### config.mk
export PLATFORM = sky130hd
export DESIGN_NAME = adder_plus_four
export DESIGN_NICKNAME = d
export VERILOG_FILES = /design/src/rtl/adder_plus_four.sv
export SDC_FILE = /design/constraint.sdc
export NUM_CORES = 1
export LEC_CHECK = 0
export BUFFER_PORTS_ARGS = -buffer_cell sky130_fd_sc_hd__buf_2
export CAP_MARGIN = 20
export CORE_MARGIN = 8
export CORE_UTILIZATION = 49
export CTS_CLUSTER_DIAMETER = 80
export DETAILED_ROUTE_END_ITERATION = 8
export PLACE_DENSITY = 0.86
export SYNTH_ARGS = -nofsm -noshare
export SYNTH_HDL_FRONTEND = slang
export SYNTH_SLANG_ARGS = --single-unit
### constraint.sdc
create_clock -name clk -period 4.6 [get_ports clk]
set_input_delay 0.23 -clock clk [delete_from_list [all_inputs] [get_ports clk]]
set_output_delay 0.23 -clock clk [all_outputs]
set_load 0.01 [all_outputs]
### src/rtl/adder_plus_four.sv
// PC incrementer: pc_in + INCREMENT with carry/alignment flags, plus a registered copy of each.
// Latency: 0 cycles on combinational outputs, 1 cycle on _q outputs; no backpressure, en=0 simply holds the _q state.
module adder_plus_four #(
    parameter int unsigned WIDTH     = 32,
    parameter int unsigned INCREMENT = 4
) (
    input  logic             clk,
    input  logic             rst,
    input  logic [WIDTH-1:0] pc_in,
    input  logic             en,
    output logic [WIDTH-1:0] pc_plus_four,
    output logic             wrap,
    output logic             misaligned,
    output logic [WIDTH-1:0] pc_plus_four_q,
    output logic             wrap_q,
    output logic             misaligned_q,
    output logic             valid_q
);

    localparam logic [WIDTH:0] INC_EXT = (WIDTH+1)'(INCREMENT);

    logic [WIDTH:0]   sum_full;
    logic [WIDTH-1:0] pc_plus_four_d;
    logic             wrap_d;
    logic             misaligned_d;
    logic             valid_d;

    // One extra bit on the sum so the carry-out is the wrap flag.
    always_comb begin
        sum_full     = {1'b0, pc_in} + INC_EXT;
        pc_plus_four = sum_full[WIDTH-1:0];
        wrap         = sum_full[WIDTH];
        misaligned   = (pc_in[1:0] != 2'b00);
    end

    always_comb begin
        pc_plus_four_d = pc_plus_four_q;
        wrap_d         = wrap_q;
        misaligned_d   = misaligned_q;
        valid_d        = valid_q;
        if (en) begin
            pc_plus_four_d = pc_plus_four;
            wrap_d         = wrap;
            misaligned_d   = misaligned;
            valid_d        = 1'b1;
        end
    end

    always_ff @(posedge clk) begin
        if (rst) begin
            pc_plus_four_q <= '0;
            wrap_q         <= 1'b0;
            misaligned_q   <= 1'b0;
            valid_q        <= 1'b0;
        end else begin
            pc_plus_four_q <= pc_plus_four_d;
            wrap_q         <= wrap_d;
            misaligned_q   <= misaligned_d;
            valid_q        <= valid_d;
        end
    end

endmodule

==> flow_summary.ini, run 1 <==
[setup_path]
endpoint_type_of_the_worst_setup_path = primary output
crit_required_ns = 4.37
crit_type = input port to primary output
setup.worst_path.start_class = input port
crit_arrival_ns = 2.28
path_common_cell = sky130_fd_sc_hd__buf_2
cpMaxStageDelayCell = sky130_fd_sc_hd__or4_1
critical-path-max-stage-delay_ns = 0.71
r2r_setup_slack_ns = 3.78
path_cells = buf_2 -> ha_1 -> and3_1 -> nand4_1 -> or4_1 -> nand2_1 -> buf_2
critPathMaxFanout = 18

[timing]
min_period_over_period_pct = 54.47
setup-tns-final_ns = 0
grt_setup_unrepaired = no
worst_pin_slew_ns = 1.057
timing.clock.skew_ns = 0
relSlewSlack_pct = 29.53
finalSetupViolCount = 0
maxClockFrequency_mhz = 399.1
maxSlewViolCount = 0
hold-worst-slack_ns = 0.2115
hold_viol = 0
period_needed_ns = 2.506
layout_setup_ws_ns = 2.094

[clocking]
post_cts_resized = 0
clk_pin_slew_worst_paths_ns = 0.06
tritoncts = done
clkSinkCount = 35
clock-root-buffer = sky130_fd_sc_hd__clkbuf_8
cts_hold_buf = 0
worst_skew_late_latency_ns = 0.28
tritoncts.num_buffers = 5
h-tree-depth = 2
max_buffers_root_to_sink = 2
cts.repair_timing.setup_buffer_count = 0

[final_layout]
area_growth_syn_to_layout_pct = 29.02
seqCellArea_um2 = 700.7
num-fill-cells = 373
layout.nets = 384
drive_above_1_share_pct = 34.29
diodes = 0
area_of_the_multi_input_gates_um2 = 1174

[die]
core_footprint_um2 = 3971
ioPinCount = 104
placement_rows = 23
die_y_um = 79.76
initial_utilization_pct = 50.16
die_area_um2 = 6362
chipWidth_um = 79.76

[detailed_routing]
drtIter0Drc = 172
routed-via-count = 2248
drt-pass1-iter-count = 4
drt.antenna.violating_nets = 0
postRouteWirelength_um = 6142
drt_drc_violations_left = 0
wl_per_cell_um = 15.47
via_per_inst = 5.662

[place]
detailedPlace.worstSlack_ns = 2.093
place_congestion = 0.8178
buffer_ports.inserted = 103
hpwl_um = 4741

[synth]
top_flip_flop_cell_by_instance_count_after_synthesis = sky130_fd_sc_hd__dfxtp_1
asyncSetResetFlopFracSynth_pct = 0
seq_area_frac_synth_pct = 35.18
syn-instance-count = 253
synth_cell_type_count = 41
synth_edf_count = 0
yosys_warning_total = 0
postSynthNetCount = 289
synth_seq_cells = 35
synth.cell_area_um2 = 1992
synthesis.area_per_instance_um2 = 7.873

[global_route]
grt_remaining_overflow = 0
grt_first_pass_wirelength_um = 9929
number_of_global_route_vias_before_repair = 2205
maximum_number_of_pins_on_one_net_before_global_route_repair = 59
initial_antenna_violation_count = 0
gr-usage-all-layers_pct = 19.17

[power]
max-vdd-ir-drop_mv = 0.1600
pwr_density_cell_nw_per_um2 = 271.6
power.static_leakage_nw = 1.226

[flow_run]
max-cap-violations = 0

[hold_path]
path_category_of_the_worst_min_delay_check = input port to flop

[status]
outcome = complete, no violations
[path summary, 6_finish.rpt]
kind                       from            endpoint  depth (start not counted)
min reg2reg             valid_q             valid_q                          2
min                    pc_in[1]   pc_plus_four_q[1]                          3
max                    pc_in[2]    pc_plus_four[30]                          7
max reg2reg  pc_plus_four_q[31]  pc_plus_four_q[31]                          2
[cells in the mapped netlist (2+ instances only)]
master / instances / area [um^2]
sky130_fd_sc_hd__nor2_1: 44 / 165.2
sky130_fd_sc_hd__dfxtp_1: 35 / 700.7
sky130_fd_sc_hd__nand2_1: 26 / 97.59
sky130_fd_sc_hd__a311oi_1: 15 / 131.4
sky130_fd_sc_hd__inv_1: 12 / 45.04
sky130_fd_sc_hd__nand3_1: 10 / 50.05
sky130_fd_sc_hd__nand4_1: 10 / 62.56
sky130_fd_sc_hd__clkbuf_1: 9 / 33.78
sky130_fd_sc_hd__xnor2_1: 8 / 70.07
sky130_fd_sc_hd__mux2i_1: 7 / 70.07
sky130_fd_sc_hd__nor4_1: 7 / 43.79
sky130_fd_sc_hd__o21a_1: 6 / 45.04
sky130_fd_sc_hd__o31ai_1: 6 / 45.04
sky130_fd_sc_hd__and3_1: 5 / 31.28
sky130_fd_sc_hd__or4_1: 5 / 37.54
sky130_fd_sc_hd__xor2_1: 5 / 43.79
sky130_fd_sc_hd__a211oi_1: 4 / 30.03
sky130_fd_sc_hd__nor3_1: 4 / 20.02
sky130_fd_sc_hd__o21ai_0: 4 / 20.02
sky130_fd_sc_hd__or3_1: 3 / 18.77
sky130_fd_sc_hd__a31o_2: 2 / 17.52
sky130_fd_sc_hd__a41o_1: 2 / 20.02
sky130_fd_sc_hd__and4_1: 2 / 17.52
sky130_fd_sc_hd__buf_1: 2 / 7.510
sky130_fd_sc_hd__buf_4: 2 / 15.01
sky130_fd_sc_hd__or2_2: 2 / 12.51
sky130_fd_sc_hd__or4_4: 2 / 22.52
[stage by stage]
step | cells | power, mW | util (%) | instance area (um^2)
detailed placement | 391 | 0.5001 | 62.89 | 2497
floorplan | 253 | 0.4253 | - | 1992
global placement | 391 | 0.4952 | 62.89 | 2497
CTS | 397 | 0.7063 | 64.71 | 2570
finish | 397 | 0.6979 | 64.71 | 2570
global route | 397 | 0.7345 | 64.71 | 2570
[final cells by class]
cell class	count	area share, %
clock buffers	6	2.824
inverters	12	1.753
flip-flops and latches	35	27.26
multi-input cells	191	45.67
well taps	50	2.434
repair buffers	103	20.06
[worst max-delay path, delay by kind of cell]
kind | cells | cell delay, ns
AND/OR/NAND/NOR | 4 | 1.59
buffers and inverters | 2 | 0.25
adder cells (fa/ha/maj) | 1 | 0.20
[report_power, final]
part | total [mW] | switching, mW | leakage [nW] | internal [mW]
combinational | 0.159 | 0.0945 | 0.898 | 0.0647
clock | 0.206 | 0.105 | 0.0371 | 0.101
sequential | 0.333 | 0.00920 | 0.291 | 0.324
[kinds of logic after synthesis]
logic type               share of synthesized area, %
AND/OR/NAND/NOR                                 32.54
AO/OA/AOI/OAI                                   16.52
XOR/XNOR                                        5.716
adder cells (fa/ha/maj)                        0.6280
multiplexers                                    3.518
buffers and inverters                           5.904
flip-flops                                      35.18
[layer usage]
layer | wire [um] | GRT usage (%) | vias to the layer above
met5 | 0 | 0 | -
met4 | 91 | 7.273 | 0
met3 | 533 | 6.306 | 9
met2 | 2956 | 33.33 | 84
met1 | 2560 | 21.08 | 1041
li1 | - | - | 1114
[sequential cells by signal (all words and copies together), names as in the netlist]
name	count
pc_plus_four_q	32
misaligned_q	1
valid_q	1
wrap_q	1
[layout by cell type, fill, tap and decap left out, types with 7 or more instances in the layout]
master and count:
sky130_fd_sc_hd__a311oi_1 15, sky130_fd_sc_hd__nand4_1 10, sky130_fd_sc_hd__xnor2_1 8, sky130_fd_sc_hd__buf_2 103
sky130_fd_sc_hd__inv_1 12, sky130_fd_sc_hd__nor4_1 7, sky130_fd_sc_hd__nand3_1 10, sky130_fd_sc_hd__nand2_1 26
sky130_fd_sc_hd__mux2i_1 7, sky130_fd_sc_hd__dfxtp_1 35, sky130_fd_sc_hd__nor2_1 44
No activity file was read; power rests on OpenSTA's default activity.
==> inputs of run 2 (changes only) <==
--- a/config.mk
+++ b/config.mk
@@ -8,10 +8,10 @@
 export BUFFER_PORTS_ARGS = -buffer_cell sky130_fd_sc_hd__buf_2
 export CAP_MARGIN = 20
 export CORE_MARGIN = 8
-export CORE_UTILIZATION = 49
+export CORE_UTILIZATION = 45
 export CTS_CLUSTER_DIAMETER = 80
 export DETAILED_ROUTE_END_ITERATION = 8
-export PLACE_DENSITY = 0.86
+export PLACE_DENSITY = 0.8
 export SYNTH_ARGS = -nofsm -noshare
 export SYNTH_HDL_FRONTEND = slang
 export SYNTH_SLANG_ARGS = --single-unit
==> constraint.sdc (replaced) <==
create_clock -name clk -period 2.57 [get_ports clk]
set_input_delay 0.1285 -clock clk [delete_from_list [all_inputs] [get_ports clk]]
set_output_delay 0.1285 -clock clk [all_outputs]
set_load 0.01 [all_outputs]
==> run 2 against run 1 <==
Net effect:
- final area increased by 1.6%
- total power increased by 86%
- sequential power rose by 79%
- combinational power rose by 79%
- die area rose by 7.1%
- via count shrank 1.1%
- flip-flop and latch count unchanged
- register-to-register slack worse by 2.0 ns
- critical path depth is 1 higher
- clock skew stayed put
- global-route usage decreased by 1.5 points
- sequential share of layout area is 0.42 points lower
- critical path type unchanged
- critical endpoint unchanged
- largest cell class unchanged
- largest power group unchanged
- highest routed layer unchanged
==> flow_summary.ini, run 2 (synthesis results as in run 1) <==
[status]
outcome = complete, no violations

[setup_path]
worst_setup_path_endpoint = pc_plus_four[30]
endpoint_type_of_the_worst_setup_path = primary output
r2r-start = wrap_q
critPathMaxFanout = 18
crit_required_ns = 2.44
cp-startpoint = pc_in[2]
crit_arrival_ns = 1.74
setup.worst_path.start_class = input port
worstReg2RegEnd = wrap_q
ff2ff_path_depth = 2
crit_type = input port to primary output
r2r_setup_slack_ns = 1.79

[die]
chipWidth_um = 82.53
initial_utilization_pct = 46.06
die_area_um2 = 6811
die_y_um = 82.53
core_footprint_um2 = 4324
ioPinCount = 104
placement_rows = 24

[global_route]
initial_antenna_violation_count = 0
maximum_number_of_pins_on_one_net_before_global_route_repair = 40
number_of_global_route_vias_before_repair = 2077
gr-usage-all-layers_pct = 17.65
grt_first_pass_wirelength_um = 9611
grt_remaining_overflow = 0

[timing]
maxClockFrequency_mhz = 534.9
min_period_over_period_pct = 72.74
hold_viol = 0
setup-tns-final_ns = 0
finalSetupViolCount = 0
layout_setup_ws_ns = 0.7006
relSlewSlack_pct = 49.91
period_needed_ns = 1.869
timing.clock.skew_ns = 0
worst_pin_slew_ns = 0.7513
grt_setup_unrepaired = no
maxSlewViolCount = 0

[final_layout]
seqCellArea_um2 = 700.7
design_area_um2 = 2610
largest_register_ffs = 32
area_growth_syn_to_layout_pct = 31.03
drive_above_1_share_pct = 35.33
layoutNonFillerInstCount = 403
layout_common_cells = 103 x sky130_fd_sc_hd__buf_2, 44 x sky130_fd_sc_hd__nor2_1, 35 x sky130_fd_sc_hd__dfxtp_1
area_of_the_multi_input_gates_um2 = 1174
diodes = 0
registers.top_by_ff_count = pc_plus_four_q
num-fill-cells = 428
layout.nets = 387
layout.cells.most_common = sky130_fd_sc_hd__buf_2

[place]
place_congestion = 0.8588
detailedPlace.worstSlack_ns = 0.6801
placedCellCount = 396
placement.cell_area_um2 = 2522
buffer_ports.inserted = 103
hpwl_um = 4777

[clocking]
post_cts_resized = 0
worst_skew_late_latency_ns = 0.28
cts.repair_timing.setup_buffer_count = 0
h-tree-depth = 2
cts_hold_buf = 0
max_buffers_root_to_sink = 2
tritoncts.num_buffers = 5
tritoncts = done
clkSinkCount = 35
clock-root-buffer = sky130_fd_sc_hd__clkbuf_8
clk_pin_slew_worst_paths_ns = 0.07

[detailed_routing]
via_per_inst = 5.519
drt_drc_violations_left = 0
drt.antenna.violating_nets = 0
wl_per_cell_um = 15.30
routed-via-count = 2224
postRouteWirelength_um = 6167
drtIter0Drc = 132
drt-pass1-iter-count = 4

[power]
max-vdd-ir-drop_mv = 0.2792
power.static_leakage_nw = 1.250
pwr_density_cell_nw_per_um2 = 496.2

[flow_run]
max-cap-violations = 0

[hold_path]
hold_depth = 2
path_category_of_the_worst_min_delay_check = input port to flop
[run 2: cell types whose count changed in the layout (fill, tap and decap cells not counted)]
| cell | before | now |
|---|---|---|
| sky130_fd_sc_hd__buf_4 | 0 | 3 |
| sky130_fd_sc_hd__clkbuf_1 | 1 | 0 |
| sky130_fd_sc_hd__clkinv_2 | 0 | 1 |
| sky130_fd_sc_hd__clkbuf_8 | 5 | 6 |
[run 2: final cells by class]
class / instances / area share (%)
Inverter: 12 / 1.726
Clock inverter: 1 / 0.1918
Tap cell: 52 / 2.493
Sequential cell: 35 / 26.85
Clock buffer: 6 / 3.164
Multi-Input combinational cell: 191 / 44.97
Timing Repair Buffer: 106 / 20.61
[run 2: worst min-delay path by stage]
stage,from,end,slack (ns)
floorplan,pc_in[2],pc_plus_four_q[2],0.23
global placement,pc_in[2],pc_plus_four_q[2],0.37
detailed placement,pc_in[2],pc_plus_four_q[2],0.38
CTS,pc_in[2],pc_plus_four_q[2],0.08
global route,pc_in[2],pc_plus_four_q[2],0.07
finish,pc_in[2],pc_plus_four_q[2],0.08
[run 2: power by group]
part           internal, mW  switching (mW)
clock network         0.210           0.205
registers             0.579          0.0165
logic                 0.116           0.168
[run 2: worst max-delay path, cell delays in order]
cell and delay, ns:
sky130_fd_sc_hd__buf_2 0.12, sky130_fd_sc_hd__ha_1 0.20, sky130_fd_sc_hd__and3_1 0.25, sky130_fd_sc_hd__nand4_1 0.10, sky130_fd_sc_hd__buf_4 0.20, sky130_fd_sc_hd__or4_1 0.53
sky130_fd_sc_hd__nand2_1 0.09, sky130_fd_sc_hd__buf_2 0.13
[run 2: metal layers]
metal	vias to the layer above	GRT usage (%)	part of all wire, %	routed length, um
met4	0	4.310	1.5	91
met1	1005	21.51	42	2619
met2	87	28.50	44	2742
li1	1121	-	-	-
met3	11	6.926	12	714
met5	-	0	0	0
[run 2: metrics by stage]
stage	hold WS (ns)	total power, mW	utilization (%)
5_1_grt	0.07332	1.369	60.36
2_1_floorplan	0.2276	0.7612	-
6_report	0.07882	1.295	60.36
3_5_place_dp	0.3838	0.8940	58.33
3_3_place_gp	0.3732	0.8877	58.33
4_1_cts	0.07544	1.309	60.36
==> inputs of run 3 (changes only) <==
--- a/config.mk
+++ b/config.mk
@@ -8,10 +8,10 @@
 export BUFFER_PORTS_ARGS = -buffer_cell sky130_fd_sc_hd__buf_2
 export CAP_MARGIN = 20
 export CORE_MARGIN = 8
-export CORE_UTILIZATION = 45
+export CORE_UTILIZATION = 41
 export CTS_CLUSTER_DIAMETER = 80
 export DETAILED_ROUTE_END_ITERATION = 8
-export PLACE_DENSITY = 0.8
+export PLACE_DENSITY = 0.77
 export SYNTH_ARGS = -nofsm -noshare
 export SYNTH_HDL_FRONTEND = slang
 export SYNTH_SLANG_ARGS = --single-unit
==> constraint.sdc (replaced) <==
create_clock -name clk -period 1.6 [get_ports clk]
set_input_delay 0.08 -clock clk [delete_from_list [all_inputs] [get_ports clk]]
set_output_delay 0.08 -clock clk [all_outputs]
set_load 0.01 [all_outputs]
==> run 3 against run 2 <==
Net effect:
- final cell count up 9.2%
- die area up 7.8%
- register-to-register slack worse by 1.0 ns
- critical path type unchanged
- largest cell class unchanged
==> flow_summary.ini, run 3 (synthesis results as in run 1) <==
[setup_path]
r2r-start = pc_plus_four_q[19]
critical-path-max-stage-delay_ns = 0.54
critPathMaxFanout = 5
critical_path.n_buffers_inverters = 3
cp_top_family = simple AND/OR/NAND/NOR gates
crit_required_ns = 1.52
cp-startpoint = pc_in[3]
path_common_cell = sky130_fd_sc_hd__buf_6
setup.worst_path.start_class = input port
endpoint_type_of_the_worst_setup_path = primary output
crit_type = input port to primary output
path_cells = buf_8 -> ha_4 -> and3_4 -> nand4_1 -> buf_6 -> or4_4 -> nand2_2 -> buf_6
cpMaxStageDelayCell = sky130_fd_sc_hd__or4_4
crit_arrival_ns = 1.52

[place]
hpwl_um = 5295
placement.cell_area_um2 = 2763
detailedPlace.worstSlack_ns = -0.07980
placedCellCount = 428
buffer_ports.inserted = 103
place_congestion = 0.8187

[clocking]
clkSinkCount = 35
worst_skew_late_latency_ns = 0.29
max_buffers_root_to_sink = 2
clock-root-buffer = sky130_fd_sc_hd__clkbuf_8
tritoncts.num_buffers = 5
h-tree-depth = 2
tritoncts = done
clk_pin_slew_worst_paths_ns = 0.07

[final_layout]
layout_common_cells = 94 x sky130_fd_sc_hd__buf_2, 44 x sky130_fd_sc_hd__nor2_1, 35 x sky130_fd_sc_hd__buf_4, 35 x sky130_fd_sc_hd__dfxtp_1, 20 x sky130_fd_sc_hd__nand2_1
layoutNonFillerInstCount = 440
layout.cells.most_common = sky130_fd_sc_hd__buf_2
area_growth_syn_to_layout_pct = 53.77
drive_above_1_share_pct = 45.34
layout.nets = 422
largest_register_ffs = 32
registers.top_by_ff_count = pc_plus_four_q
diodes = 0
design_area_um2 = 3063

[timing]
maxClockFrequency_mhz = 625.4
min_period_over_period_pct = 99.94
relSlewSlack_pct = 60.83
maxSlewViolCount = 0
layout_setup_ws_ns = 0.001010
grt_setup_unrepaired = yes
period_needed_ns = 1.599
timing.clock.skew_ns = 0
finalSetupViolCount = 0
hold_viol = 0
worst_pin_slew_ns = 0.5875

[die]
initial_utilization_pct = 42.45
die_y_um = 85.70
placement_rows = 25
ioPinCount = 104
chipWidth_um = 85.70
die_area_um2 = 7344
core_footprint_um2 = 4692

[global_route]
maximum_number_of_pins_on_one_net_before_global_route_repair = 33
gr-usage-all-layers_pct = 18.21
number_of_global_route_vias_before_repair = 2418
grt_first_pass_wirelength_um = 11030
initial_antenna_violation_count = 0
grt_remaining_overflow = 0

[power]
part_of_the_power_in_combinational_logic_pct = 25.4
p_total_mw = 2.173
seq_power_share_pct = 44.1
p_sw_mw = 0.6551
power.static_leakage_nw = 1.472
p_int_mw = 1.518
max-vdd-ir-drop_mv = 0.4651
clockPowerShare_pct = 30.5
sw_frac_of_total_pct = 30.14
pwr_density_cell_nw_per_um2 = 709.6

[detailed_routing]
drt_drc_violations_left = 0
drtIter0Drc = 146
wl_per_cell_um = 16.34
routed-via-count = 2422
postRouteWirelength_um = 7189
via_per_inst = 5.505
drt.antenna.violating_nets = 0
drt-pass1-iter-count = 4

[flow_run]
max-cap-violations = 0

[status]
outcome = complete, no violations

[hold_path]
path_category_of_the_worst_min_delay_check = input port to flop
hold_path_startpoint = pc_in[0]
[run 3: cell count changes in the layout (fill, tap and decap cells not counted), sizes merged]
cell and change:
buf +34, or4 +1
[run 3: worst paths after layout]
check	to	slack [ns]	cells after the start
worst min-delay path	pc_plus_four_q[0]	0.06	3
worst min register to register	valid_q	0.48	2
worst max register to register	pc_plus_four_q[19]	0.79	2
worst max-delay path	pc_plus_four[30]	0.001	8
[run 3: power by group through the flow]
stage / registers [mW] / logic [mW] / clock network (mW)
floorplan: 1.01 / 0.215 / 0
global placement: 0.975 / 0.497 / 0
detailed placement: 0.977 / 0.507 / 0
CTS: 0.958 / 0.520 / 0.671
global route: 0.965 / 0.605 / 0.716
finish: 0.958 / 0.552 / 0.663
[run 3: cell type report]
type                            count  area, um^2
Multi-Input combinational cell    192        1285
Timing Repair Buffer              140       877.1
Tap cell                           54       67.56
Fill cell                         404        1629
Sequential cell                    35       700.7
Clock inverter                      1       5.005
Inverter                           12       45.04
Clock buffer                        6       82.58
[run 3: stage by stage]
step | util (%) | TNS (ns) | hold WS (ns)
floorplan | - | 0 | 0.1791
global placement | 58.88 | -0.1013 | 0.3443
detailed placement | 58.88 | -0.3741 | 0.3510
CTS | 62.19 | 0 | 0.06362
global route | 65.28 | -0.09507 | 0.07975
finish | 65.28 | 0 | 0.06377
[run 3: metal layers]
| metal | part of all wire (%) | GRT usage, % | up-vias |
|---|---|---|---|
| li1 | - | - | 1189 |
| met1 | 41 | 20.46 | 1127 |
| met2 | 48 | 30.82 | 96 |
| met3 | 9.7 | 7.259 | 10 |
| met4 | 1.3 | 5.414 | 0 |
| met5 | 0 | 0 | - |
[run 3: worst register-to-register path, cell delays in order (launching register included)]
cell,delay [ns]
sky130_fd_sc_hd__dfxtp_1,0.34
sky130_fd_sc_hd__nor2_1,0.06
sky130_fd_sc_hd__a311oi_1,0.31
[run 3: timing repair]
item	in CTS	in global routing
resized for setup	13	30
endpoints found under the hold margin	0	0
setup buffers	1	2
pin swaps	1	8
cloned	1	1
hold buffers	0	0
setup endpoints to repair	3	11
